<file path="src/rtl/qspi_phy_sync.sv">
// rtl/qspi_phy_sync.sv - QSPI target pin shifter: input synchronisers, phase deserialiser, read-data serialiser
// Mode 0 only: the target samples IO on SCK rise and drives IO on SCK fall.
module qspi_phy_sync #(
  parameter int IOREG_BITS       = 32,
  parameter int CYCLE_COUNT_BITS = 6,
  parameter int SYNC_STAGES      = 2
) (
  input  logic                        clk_i,
  input  logic                        reset_i,
  input  logic                        spi_sck_i,
  input  logic                        spi_cs_n_i,
  input  logic [3:0]                  spi_io_i,
  output logic [3:0]                  spi_io_o,
  output logic [3:0]                  spi_io_oe_o,
  input  logic [CYCLE_COUNT_BITS-1:0] txnbc_i,
  input  logic [1:0]                  txnmode_i,
  input  logic                        txndir_i,
  input  logic [IOREG_BITS-1:0]       txndata_i,
  output logic [IOREG_BITS-1:0]       txndata_o,
  output logic                        txndone_o,
  output logic                        txnreset_o
);

  logic [SYNC_STAGES-1:0] sck_sync;
  logic [SYNC_STAGES-1:0] cs_sync;
  logic [3:0]             io_sync [SYNC_STAGES];
  logic                   sck_d;

  always_ff @(posedge clk_i) begin
    if (reset_i) begin
      sck_sync <= '1;
      cs_sync  <= '1;
      sck_d    <= 1'b1;
      for (int i = 0; i < SYNC_STAGES; i++) io_sync[i] <= '0;
    end else begin
      sck_sync   <= {sck_sync[SYNC_STAGES-2:0], spi_sck_i};
      cs_sync    <= {cs_sync[SYNC_STAGES-2:0], spi_cs_n_i};
      sck_d      <= sck_sync[SYNC_STAGES-1];
      io_sync[0] <= spi_io_i;
      for (int i = 1; i < SYNC_STAGES; i++) io_sync[i] <= io_sync[i-1];
    end
  end

  logic       sck_s;
  logic       cs_s;
  logic [3:0] io_s;
  logic       sck_rise;
  logic       sck_fall;

  assign sck_s      = sck_sync[SYNC_STAGES-1];
  assign cs_s       = cs_sync[SYNC_STAGES-1];
  assign io_s       = io_sync[SYNC_STAGES-1];
  assign sck_rise   = ~cs_s & sck_s & ~sck_d;
  assign sck_fall   = ~cs_s & ~sck_s & sck_d;
  assign txnreset_o = cs_s;

  // cfg_valid marks that the current phase has seen its first edge and its config is latched.
  logic                        cfg_valid;
  logic [CYCLE_COUNT_BITS-1:0] bc_q;
  logic [1:0]                  mode_q;
  logic                        dir_q;
  logic [CYCLE_COUNT_BITS-1:0] eff_bc;
  logic [1:0]                  eff_mode;
  logic                        eff_dir;

  assign eff_bc   = cfg_valid ? bc_q   : txnbc_i;
  assign eff_mode = cfg_valid ? mode_q : txnmode_i;
  assign eff_dir  = cfg_valid ? dir_q  : txndir_i;

  logic [CYCLE_COUNT_BITS:0]   lanes;
  logic [3:0]                  in_mask;
  logic [3:0]                  oe_mask;

  always_comb begin
    lanes   = (CYCLE_COUNT_BITS+1)'(4);
    in_mask = 4'b1111;
    oe_mask = 4'b1111;
    case (eff_mode)
      2'b00: begin
        lanes   = (CYCLE_COUNT_BITS+1)'(1);
        in_mask = 4'b0001;
        oe_mask = 4'b0010;
      end
      2'b01: begin
        lanes   = (CYCLE_COUNT_BITS+1)'(2);
        in_mask = 4'b0011;
        oe_mask = 4'b0011;
      end
      default: ;
    endcase
  end

  logic [CYCLE_COUNT_BITS-1:0] bitcnt;
  logic [IOREG_BITS-1:0]       shift_in;
  logic [IOREG_BITS-1:0]       shift_out;
  logic [CYCLE_COUNT_BITS:0]   cnt_next;
  logic                        complete;
  logic [IOREG_BITS-1:0]       rx_next;

  assign cnt_next = {1'b0, bitcnt} + lanes;
  assign complete = cnt_next >= {1'b0, eff_bc};
  assign rx_next  = (shift_in << lanes) | IOREG_BITS'(io_s & in_mask);

  // Left-align the low txnbc bits of the read word so the MSB leaves first.
  logic [31:0]           bc_w;
  logic [IOREG_BITS-1:0] tx_aligned;
  logic [IOREG_BITS-1:0] tx_src;
  logic [3:0]            tx_pins;

  always_comb begin
    bc_w = 32'(eff_bc);
    if (bc_w == 32'd0)
      tx_aligned = '0;
    else if (bc_w >= 32'(IOREG_BITS))
      tx_aligned = txndata_i;
    else
      tx_aligned = txndata_i << (32'(IOREG_BITS) - bc_w);
  end

  assign tx_src = cfg_valid ? shift_out : tx_aligned;

  always_comb begin
    tx_pins = tx_src[IOREG_BITS-1:IOREG_BITS-4];
    case (eff_mode)
      2'b00:   tx_pins = {2'b00, tx_src[IOREG_BITS-1], 1'b0};
      2'b01:   tx_pins = {2'b00, tx_src[IOREG_BITS-1:IOREG_BITS-2]};
      default: ;
    endcase
  end

  always_ff @(posedge clk_i) begin
    if (reset_i) begin
      cfg_valid   <= 1'b0;
      bc_q        <= '0;
      mode_q      <= '0;
      dir_q       <= 1'b0;
      bitcnt      <= '0;
      shift_in    <= '0;
      shift_out   <= '0;
      spi_io_o    <= '0;
      spi_io_oe_o <= '0;
      txndata_o   <= '0;
      txndone_o   <= 1'b0;
    end else begin
      txndone_o <= 1'b0;
      if (cs_s) begin
        cfg_valid   <= 1'b0;
        bitcnt      <= '0;
        shift_in    <= '0;
        shift_out   <= '0;
        spi_io_o    <= '0;
        spi_io_oe_o <= '0;
      end else begin
        if ((sck_rise || sck_fall) && !cfg_valid) begin
          cfg_valid <= 1'b1;
          bc_q      <= txnbc_i;
          mode_q    <= txnmode_i;
          dir_q     <= txndir_i;
        end
        if (sck_rise) begin
          if (complete) begin
            txndone_o <= 1'b1;
            txndata_o <= rx_next;
            bitcnt    <= '0;
            shift_in  <= '0;
            cfg_valid <= 1'b0;
          end else begin
            bitcnt   <= cnt_next[CYCLE_COUNT_BITS-1:0];
            shift_in <= rx_next;
          end
        end
        // A fall in an output phase drives the next lanes; a fall in an input phase releases the bus.
        if (sck_fall) begin
          if (eff_dir) begin
            spi_io_o    <= tx_pins;
            spi_io_oe_o <= oe_mask;
            shift_out   <= tx_src << lanes;
          end else begin
            spi_io_o    <= '0;
            spi_io_oe_o <= '0;
            shift_out   <= '0;
          end
        end
      end
    end
  end

endmodule
</file>
<file path="config.mk">
export PLATFORM = sky130hd
export DESIGN_NAME = qspi_phy_sync
export DESIGN_NICKNAME = d
export VERILOG_FILES = /design/src/rtl/qspi_phy_sync.sv
export SDC_FILE = /design/constraint.sdc
export NUM_CORES = 1
export LEC_CHECK = 0
export CAP_MARGIN = 20
export CORE_ASPECT_RATIO = 0.5
export CORE_MARGIN = 8
export CORE_UTILIZATION = 45
export DETAILED_ROUTE_END_ITERATION = 8
export DONT_BUFFER_PORTS = 1
export PLACE_DENSITY = 0.6
export SLEW_MARGIN = 15
export SYNTH_ARGS = -nofsm -noshare
export SYNTH_HDL_FRONTEND = slang
export SYNTH_SLANG_ARGS = --single-unit
</file>
<file path="constraint.sdc">
create_clock -name clk_i -period 9.3 [get_ports clk_i]
set_input_delay 1.86 -clock clk_i [delete_from_list [all_inputs] [get_ports clk_i]]
set_output_delay 1.86 -clock clk_i [all_outputs]
set_load 0.01 [all_outputs]
</file>
==> summary.md <==
| Metric | Value |
|---|---|
| Hold Fails Final Rpt | `0` |
| Core area | `0.0192 mm2` |
| Final min period | `about 6000 ps` |
| Die Area | `~0.024 mm2` |
| Sink Count | `about 130` |
| Fillers | `~2000` |
| Max Cap Viol | `0` |
| Cell breakdown of the critical path | `mux2i_4, ha_1, o211ai_2, a21oi_1, a211oi_1, mux2i_1, a211oi_1, o31ai_1, a221o_1, o21a_1` |
| I/O Pins | `91` |
| Share of layout cells above drive strength 1 | `around 8.2%` |
| Seq/Total Area, Yosys | `a little over 30%` |
| Post-synthesis cell count | `roughly 1200` |
| Critical path class | `in2reg` |
| 1st-pass router iterations | `9` |
| Post-DP HPWL | `between 20 and 25 mm` |
| Mux share of post-synthesis cell area | `roughly 11%` |
| Die Y | `114 um` |
| Clock Tree Buf Depth | `2` |
| Post-route setup TNS | `0 ps` |
| Largest net degree at the start of global routing | `between 60 and 70` |
| Residual DRC | `1` |
| Xor/xnor share of the synthesized area | `approximately 1.4%` |
| Post-CTS sizing | `0` |
| Area grow syn2layout | `8.14%` |
| Drt wl/cell | `between 20 and 25 um` |
| # port buffers | `0` |
| CP arrival | `~6300 ps` |
| P per Cell Area | `about 160 mW/mm2` |
| Syn Nets | `approximately 1200` |
| Post-DRT Antenna Nets | `0` |
| Worst R2R Setup Slack | `about 3500 ps` |
| Synth Cell Area | `between 0.008 and 0.009 mm2` |
| Setup bufs post-CTS | `0` |
| Vias in the first global route | `~8300` |
| Hold Path Depth | `1` |
| Worst hold start | `cs_sync[0]` |
| Compound-Gate Fraction of Synth Area | `26.3%` |
| Post-synth EDFFs | `0` |
| Hold Crit Class | `reg2reg` |
| Die width | `~210 um` |
| Failing checks | `design-rule violations` |
| Worst-Skew Late Latency | `420 ps` |
| Nets | `between 1000 and 1500` |
| Worst-margin pin slew | `1070 ps` |
| Simple-Gate Fraction of Synth Area | `approximately a quarter` |
| Total wire length | `between 30 and 40 mm` |
| First-pass GRT wire length | `a little under 50 mm` |
| Worst clock skew | `roughly 5.7 ps` |
| Fin crit share | `around 63%` |
| Worst relative slew slack | `28.5%` |
| Synthesis Warnings | `0` |
| Ys async rst share | `0%` |
| H-tree levels | `4` |
| Hold EP | `cs_sync[1]` |
| Avg Synthesized Cell Area | `approximately 7.4 um2` |
| Distinct cells, synth | `82` |
| Post-CTS Hold Buffers | `0` |
| Largest family of logic cells by synthesized area | `compound AO/OA/AOI/OAI gates` |
| Starting Density | `between 40 and 50%` |
| Max incr delay on CP | `between 700 and 800 ps` |
| Vias | `roughly 9000` |
| Initial antenna violation count | `0` |
| Ant. Diodes | `0` |
| Clk root buf | `clkbuf_16` |
| Tot GR Track Use | `approximately 25%` |
| Row cnt | `36` |
| CP required | `~9700 ps` |
| Worst-path clk slew | `50 ps` |
| Cell repeated most along the worst path | `a211oi_1` |
| Reg2reg path depth | `11` |
| FF-to-FF Start | `cfg_valid` |
| Worst-path maximum fanout | `20` |
| Fin area | `about 0.0094 mm2` |
| Leakage | `3.23 nW` |
| Max VDD drop | `roughly 0.11 mV` |
| Highest Clock Rate | `about 0.17 GHz` |
| Max-slew violations | `0` |
| Finish-stage setup viols | `0` |
| Predominant post-synthesis flop cell | `dfxtp_1` |
| Total gr overflow | `0` |
| RePlAce Congestion | `~0.96` |
| CP Capture Type | `register` |
| FF+latch count, synth | `roughly 130` |
| Status | `finished, violations left` |
| R2r endpoint | `shift_out[31]` |
| Setup crit start kind | `primary input` |
| Vias/cell | `roughly 6.4` |
| CP max stage cell | `a21oi_1` |
| RSZ-0062 raised after global routing | `no` |
| Adder-Cell Fraction of Synth Area | `under 10%` |
| Placed cell areas | `about 0.0088 mm2` |
| TritonCTS clock tree | `done` |
| Total CTS buffers | `17` |
| Initial detailed-routing violation count | `slightly above 1000` |
-- power breakdown --
group          internal, W  switching [W]  total (W)
registers         0.000569     0.00000216   0.000571
logic            0.0000842       0.000164   0.000248
clock network     0.000402       0.000244   0.000647
total              0.00106       0.000410    0.00147
-- routing by layer --
| layer | up-vias | global-route usage (%) | part of all wire (%) |
|---|---|---|---|
| met5 | - | 0 | 0 |
| met4 | 0 | 7.46 | 2.0 |
| met3 | 43 | 5.63 | 9.0 |
| met2 | 414 | 38.2 | 45 |
| met1 | 4298 | 33.7 | 44 |
| li1 | 4197 | - | - |
-- area by class of cell --
cell class	count	area [um2]	share of cell area, %
clock buffers	25	505	5.35
clock inverters	7	71.3	0.755
inverters	16	62.6	0.663
multi-input cells	939	5660	60.0
flip-flops and latches	132	2640	28.0
well taps	266	333	3.53
repair buffers	19	163	1.72
-- flip-flops by register name, indices dropped and copies added, names as in the netlist --
| register | cells |
|---|---|
| shift_out | 32 |
| bitcnt | 6 |
| sck_d | 1 |
| io_sync | 8 |
| mode_q | 2 |
| txndata_o | 32 |
| cfg_valid | 1 |
| shift_in | 31 |
| spi_io_o | 4 |
| sck_sync | 2 |
| spi_io_oe_o | 3 |
| dir_q | 1 |
| bc_q | 6 |
| cs_sync | 2 |
| txndone_o | 1 |
-- stage by stage --
stage	cells	utilization, %	hold slack (ps)	setup WS (ps)	power (W)
final	1404	49.1	405	3400	0.00147
after global routing	1404	49.1	424	3190	0.00152
after CTS	1402	48.9	406	3550	0.00147
after detailed placement	1370	45.9	393	3120	0.000820
after global placement	1370	45.9	391	3280	0.000821
after floorplan	1182	-	389	3820	0.000762
-- critical path, delay by kind of cell --
| family | cells | cell delay [ps] |
|---|---|---|
| compound gates | 7 | 2690 |
| mux | 2 | 960 |
| fa+ha+maj | 1 | 740 |
-- cell families (layout without fill, tap and decap cells) --
logic type,count (synthesis),in the layout
and+or+nand+nor,491,491
xor gates and xnor gates,13,13
muxes,81,81
buffers and inverters,111,67
DFF,132,132
AOI/OAI and AO/OA,343,343
adders and majority gates,11,11
-- layout by cell type, fill, tap and decap left out, drive strengths merged, types with 16 or more instances in the layout --
| cell type | instances |
|---|---|
| a211oi | 17 |
| a21oi | 111 |
| a22oi | 23 |
| a31oi | 35 |
| buf | 19 |
| clkbuf | 25 |
| dfxtp | 132 |
| inv | 16 |
| mux2i | 61 |
| nand2 | 243 |
| nand3 | 51 |
| nor2 | 109 |
| nor3 | 30 |
| o21ai | 47 |
-- worst max-delay path by stage --
| stage | start | to | slack, ps | cells after the start |
|---|---|---|---|---|
| 6_report | txnbc_i[0] | shift_out[31] | 3400 | 10 |
| 5_1_grt | cfg_valid | txndata_o[7] | 3190 | 20 |
| 4_1_cts | txnmode_i[1] | txndata_o[7] | 3550 | 19 |
| 3_5_place_dp | txnmode_i[1] | txndata_o[7] | 3120 | 19 |
| 3_3_place_gp | txnbc_i[0] | shift_out[31] | 3280 | 10 |
| 2_1_floorplan | txnmode_i[1] | shift_in[25] | 3820 | 17 |
-- synthesized netlist by cell type (9+ instances only) --
library cell / n / area [um2]
a222oi_1: 15 / 150
buf_2: 12 / 60.1
a31oi_1: 35 / 219
ha_1: 10 / 125
a22oi_1: 22 / 165
inv_1: 13 / 48.8
nor2b_1: 9 / 56.3
nor3_1: 30 / 150
o21ai_1: 28 / 140
or3_1: 9 / 56.3
clkbuf_1: 69 / 259
mux2i_1: 60 / 601
nand2b_1: 11 / 68.8
nand2_1: 242 / 908
a21o_1: 9 / 67.6
nand3_1: 51 / 255
nor2_1: 108 / 405
a211oi_1: 17 / 128
dfxtp_1: 132 / 2640
o21ai_0: 19 / 95.1
xnor2_1: 9 / 78.8
a21oi_1: 111 / 556
Power figures use the tool's default switching activity.
==> patch 1: new RTL, same flow settings <==
`CYCLE_COUNT_BITS`: 6 -> 12.
--- a/src/rtl/qspi_phy_sync.sv
+++ b/src/rtl/qspi_phy_sync.sv
@@ -2,7 +2,7 @@
 // Mode 0 only: the target samples IO on SCK rise and drives IO on SCK fall.
 module qspi_phy_sync #(
   parameter int IOREG_BITS       = 32,
-  parameter int CYCLE_COUNT_BITS = 6,
+  parameter int CYCLE_COUNT_BITS = 12,
   parameter int SYNC_STAGES      = 2
 ) (
   input  logic                        clk_i,
Ports: changed (resized txnbc_i); port bits go from 91 to 97. No check against the original RTL was run, so the function may have changed too.
==> patch 1 against the unedited design <==
  * Die area up 7.6%
  * Synthesized area up 8.6%
  * Sequential share of layout area up 0.17 points
  * Total power up 8.3%
  * Wire length up 4.0%
  * First-iteration DRC count up 15%
  * Sequential power up 9.1%
  * Final area up 8.4%
  * Sequential cell count up 12
  * Setup slack worse by 870 ps
==> patch 1: results (changes against the unedited design) <==
Cells and area
  • Layout cells sized above 1: 9.76% (was 8.17%)
  • Inverters: 15 (was 16)
  • Multi-input combinational area share: 60.6% (was 60.0%)
  • Clock buf count: 18 (was 25)
  • Multi-In Gates: 918 (was 939)

Pwr
  • Sequential power share: 39.3% (was 39.0%)
  • P_clk: 0.000717 W (was 0.000647 W)
  • P_sw: 0.000445 W (was 0.000410 W)
  • Peak VDD IR: 0.000105 V (was 0.000108 V)
  • Leakage: 3.76 nW (was 3.23 nW)

Global route
  • GRT met1 Usage: 32.5% (was 33.7%)
  • Grt met2 use: 36.3% (was 38.2%)
  • Largest net degree at the start of global routing: 64 (was 65)
  • First-pass GRT wire length: 50400 µm (was 48100 µm)
  • Met3 usage: 4.39% (was 5.63%)

Detailed routing
  • 1st-iter DRT viols: 1189 (was 1036)
  • Drt pass-1 iters: 7 (was 9)
  • Routed wl met2: 14200 µm (was 13700 µm)
  • Via-per-instance ratio: 6.58 (was 6.38)

Status
  • Outcome: completed (was complete, but fails checks)

Synthesis
  • Mux share of post-synthesis cell area: 16.0% (was 10.8%)
  • XOR/XNOR share of the synthesized area: 1.47% (was 1.39%)
  • Synth area leaders: dfxtp_1 30%, mux2i_1 10%, nand2_1 6.3% (was dfxtp_1 30%, nand2_1 10%, mux2i_1 6.9%)
  • Area share of fa/ha/maj cells after synthesis: 2.32% (was 1.66%)

Placed design
  • Gp weighted congestion: 1.01 (was 0.956)

Critical path
  • WP data arrival: 7120 ps (was 6260 ps)
  • Crit Path Max Fanout: 56 (was 20)

STA
  • Fin Clk Skew: 10.5 ps (was 5.69 ps)
==> patch 1: final timing paths <==
kind	start	to	slack, ps	depth (start not counted)
worst min register to register	cs_sync[0]$_SDFF_PP1_	cs_sync[1]$_SDFF_PP1_	410	1
worst max register to register	cfg_valid$_SDFF_PP0_	bitcnt[5]$_SDFFE_PP0P_	3040	21
worst min-delay path	cs_sync[0]$_SDFF_PP1_	cs_sync[1]$_SDFF_PP1_	410	1
worst max-delay path	txnmode_i[1]	bitcnt[5]$_SDFFE_PP0P_	2530	21
==> patch 1: per-stage QoR <==
step	power, W	instances	area, µm²	util (%)	setup WS, ps
2_1_floorplan	0.000819	1168	9480	-	2770
3_3_place_gp	0.000875	1368	9620	46.7	2410
3_5_place_dp	0.000876	1368	9620	46.7	2230
4_1_cts	0.00159	1399	10200	49.6	2590
5_1_grt	0.00164	1400	10200	49.7	2140
6_report	0.00159	1400	10200	49.7	2530
==> patch 2: new RTL, config.mk and constraints unchanged <==
Without the edit above. Make the reset (`reset_i`) asynchronous in 2 clocked blocks.
--- a/src/rtl/qspi_phy_sync.sv
+++ b/src/rtl/qspi_phy_sync.sv
@@ -26,7 +26,7 @@
   logic [3:0]             io_sync [SYNC_STAGES];
   logic                   sck_d;
 
-  always_ff @(posedge clk_i) begin
+  always_ff @(posedge clk_i or posedge reset_i) begin
     if (reset_i) begin
       sck_sync <= '1;
       cs_sync  <= '1;
@@ -128,7 +128,7 @@
     endcase
   end
 
-  always_ff @(posedge clk_i) begin
+  always_ff @(posedge clk_i or posedge reset_i) begin
     if (reset_i) begin
       cfg_valid   <= 1'b0;
       bc_q        <= '0;
Formal check against the unedited RTL: differs if reset_i is asserted again (counterexample within 4 cycles, from zero or initial values and one cycle with reset_i high); with reset_i held inactive, the same outputs for 4 cycles.
==> patch 2 against the unedited design <==
  * Via count down 14%
  * Synthesized area up 0.32%
  * Final area up 1.7%
  * Wire length down 4.2%
  * Setup slack better by 130 ps
  * Utilization up 0.70 points
  * Sequential cell count unchanged
  * Maximum frequency up 2.3%
  * Largest cell class unchanged
Power is not compared: it rests on default switching activity, and its combinational part moved more than twofold at a synthesized area within 25%.
==> patch 2: results (changes against the unedited design) <==
Cells and area
  • Layout cells sized above 1: 17.6% (was 8.17%)

Detailed routing
  • Routed wl met2: 12600 µm (was 13700 µm)
  • 1st-iter DRT viols: 956 (was 1036)
  • Met1 WL: 13000 µm (was 13500 µm)
  • Routed WL: 29300 µm (was 30600 µm)
  • Via-per-instance ratio: 6.68 (was 6.38)
  • Routed wl met3: 3050 µm (was 2770 µm)

STA
  • Slew HR: 24.5% (was 28.5%)
  • Worst hold slack: 348 ps (was 405 ps)
  • Fin Clk Skew: 11.6 ps (was 5.69 ps)

Critical path
  • Worst r2r path cells: 17 (was 11)
  • Worst Setup SP: txnmode_i[1] (was txnbc_i[0])
  • Crit Reg-Reg Startpoint: cfg_valid$_DFF_PP0_ (was cfg_valid$_SDFF_PP0_)
  • WP data arrival: 6120 ps (was 6260 ps)
  • R2R setup slack: 3830 ps (was 3470 ps)

Synthesis
  • Area share of fa/ha/maj cells after synthesis: 1.66% (about the same)
  • Synth Area in Compound Gates: 22.7% (was 26.3%)
  • Fraction of registers with async set or reset after synthesis: 100% (was 0%)
  • Sequential fraction of the synthesis area: 37.8% (was 30.3%)
  • Synth Net Count: 969 (was 1242)
  • Synth area leaders: dfrtp_1 36%, mux4_2 6.7%, mux2_2 6.6% (was dfxtp_1 30%, nand2_1 10%, mux2i_1 6.9%)
  • Synth cell count leaders: 141 x nand2_1, 127 x dfrtp_1, 73 x nor2_1 (was 242 x nand2_1, 132 x dfxtp_1, 111 x a21oi_1)
  • Prevailing post-synth register cell: dfrtp_1 (was dfxtp_1)
  • Yosys cell types: 75 (was 82)

Placed design
  • HPWL reported at the end of detailed placement: 20900 µm (was 21700 µm)
  • Gp weighted congestion: 1.03 (was 0.956)

Status
  • Outcome: completed (was complete, but fails checks)

Global route
  • Grt met2 use: 34.8% (was 38.2%)
  • Met3 usage: 5.79% (was 5.63%)
  • All-layer global routing usage: 23.9% (was 24.7%)
  • First-pass GRT wire length: 45300 µm (was 48100 µm)
-- patch 2: cell types whose count changed in the layout (fill, tap and decap cells not counted), sizes merged, moves of 35 or more --
cell / before / now
a21oi: 111 / 27
a22o: 3 / 45
dfrtp: 0 / 127
dfxtp: 132 / 0
mux2: 12 / 54
nand2: 243 / 141
nand3: 51 / 8
nor2: 109 / 74
-- patch 2: stage by stage --
| step | util, % | instances | cell area, µm² | worst slack (ps) | power [W] |
|---|---|---|---|---|---|
| detailed placement | 46.6 | 1125 | 8980 | 2770 | 0.00145 |
| CTS | 49.5 | 1157 | 9540 | 3160 | 0.00210 |
| global placement | 46.6 | 1125 | 8980 | 2920 | 0.00145 |
| global route | 49.8 | 1159 | 9600 | 3200 | 0.00220 |
| finish | 49.8 | 1159 | 9600 | 3530 | 0.00210 |
| floorplan | - | 909 | 8760 | 3720 | 0.00125 |
-- patch 2: cell families (layout without fill, tap and decap cells) --
| kind of cell | count (synthesis) | count (layout) |
|---|---|---|
| buffers and inverters | 80 | 64 |
| adders and majority gates | 11 | 11 |
| DFF | 132 | 132 |
| muxes | 121 | 121 |
| AOI/OAI and AO/OA | 269 | 269 |
| xor gates and xnor gates | 7 | 7 |
| and+or+nand+nor | 289 | 289 |
-- patch 2: critical path: cells and delay by family --
kind	cells	cell delay [ps]
adder cells (fa/ha/maj)	3	980
multiplexers	1	630
buffers and inverters	4	730
AND/OR/NAND/NOR	2	610
AO/OA/AOI/OAI	6	1280
-- patch 2: final cells by class --
| type | instances | area (µm²) |
|---|---|---|
| Clock buffer | 18 | 429 |
| Multi-Input combinational cell | 697 | 5170 |
| Sequential cell | 132 | 3310 |
| Fill cell | 1838 | 9680 |
| Inverter | 15 | 61.3 |
| Tap cell | 266 | 333 |
| Timing Repair Buffer | 17 | 168 |
| Clock inverter | 14 | 130 |
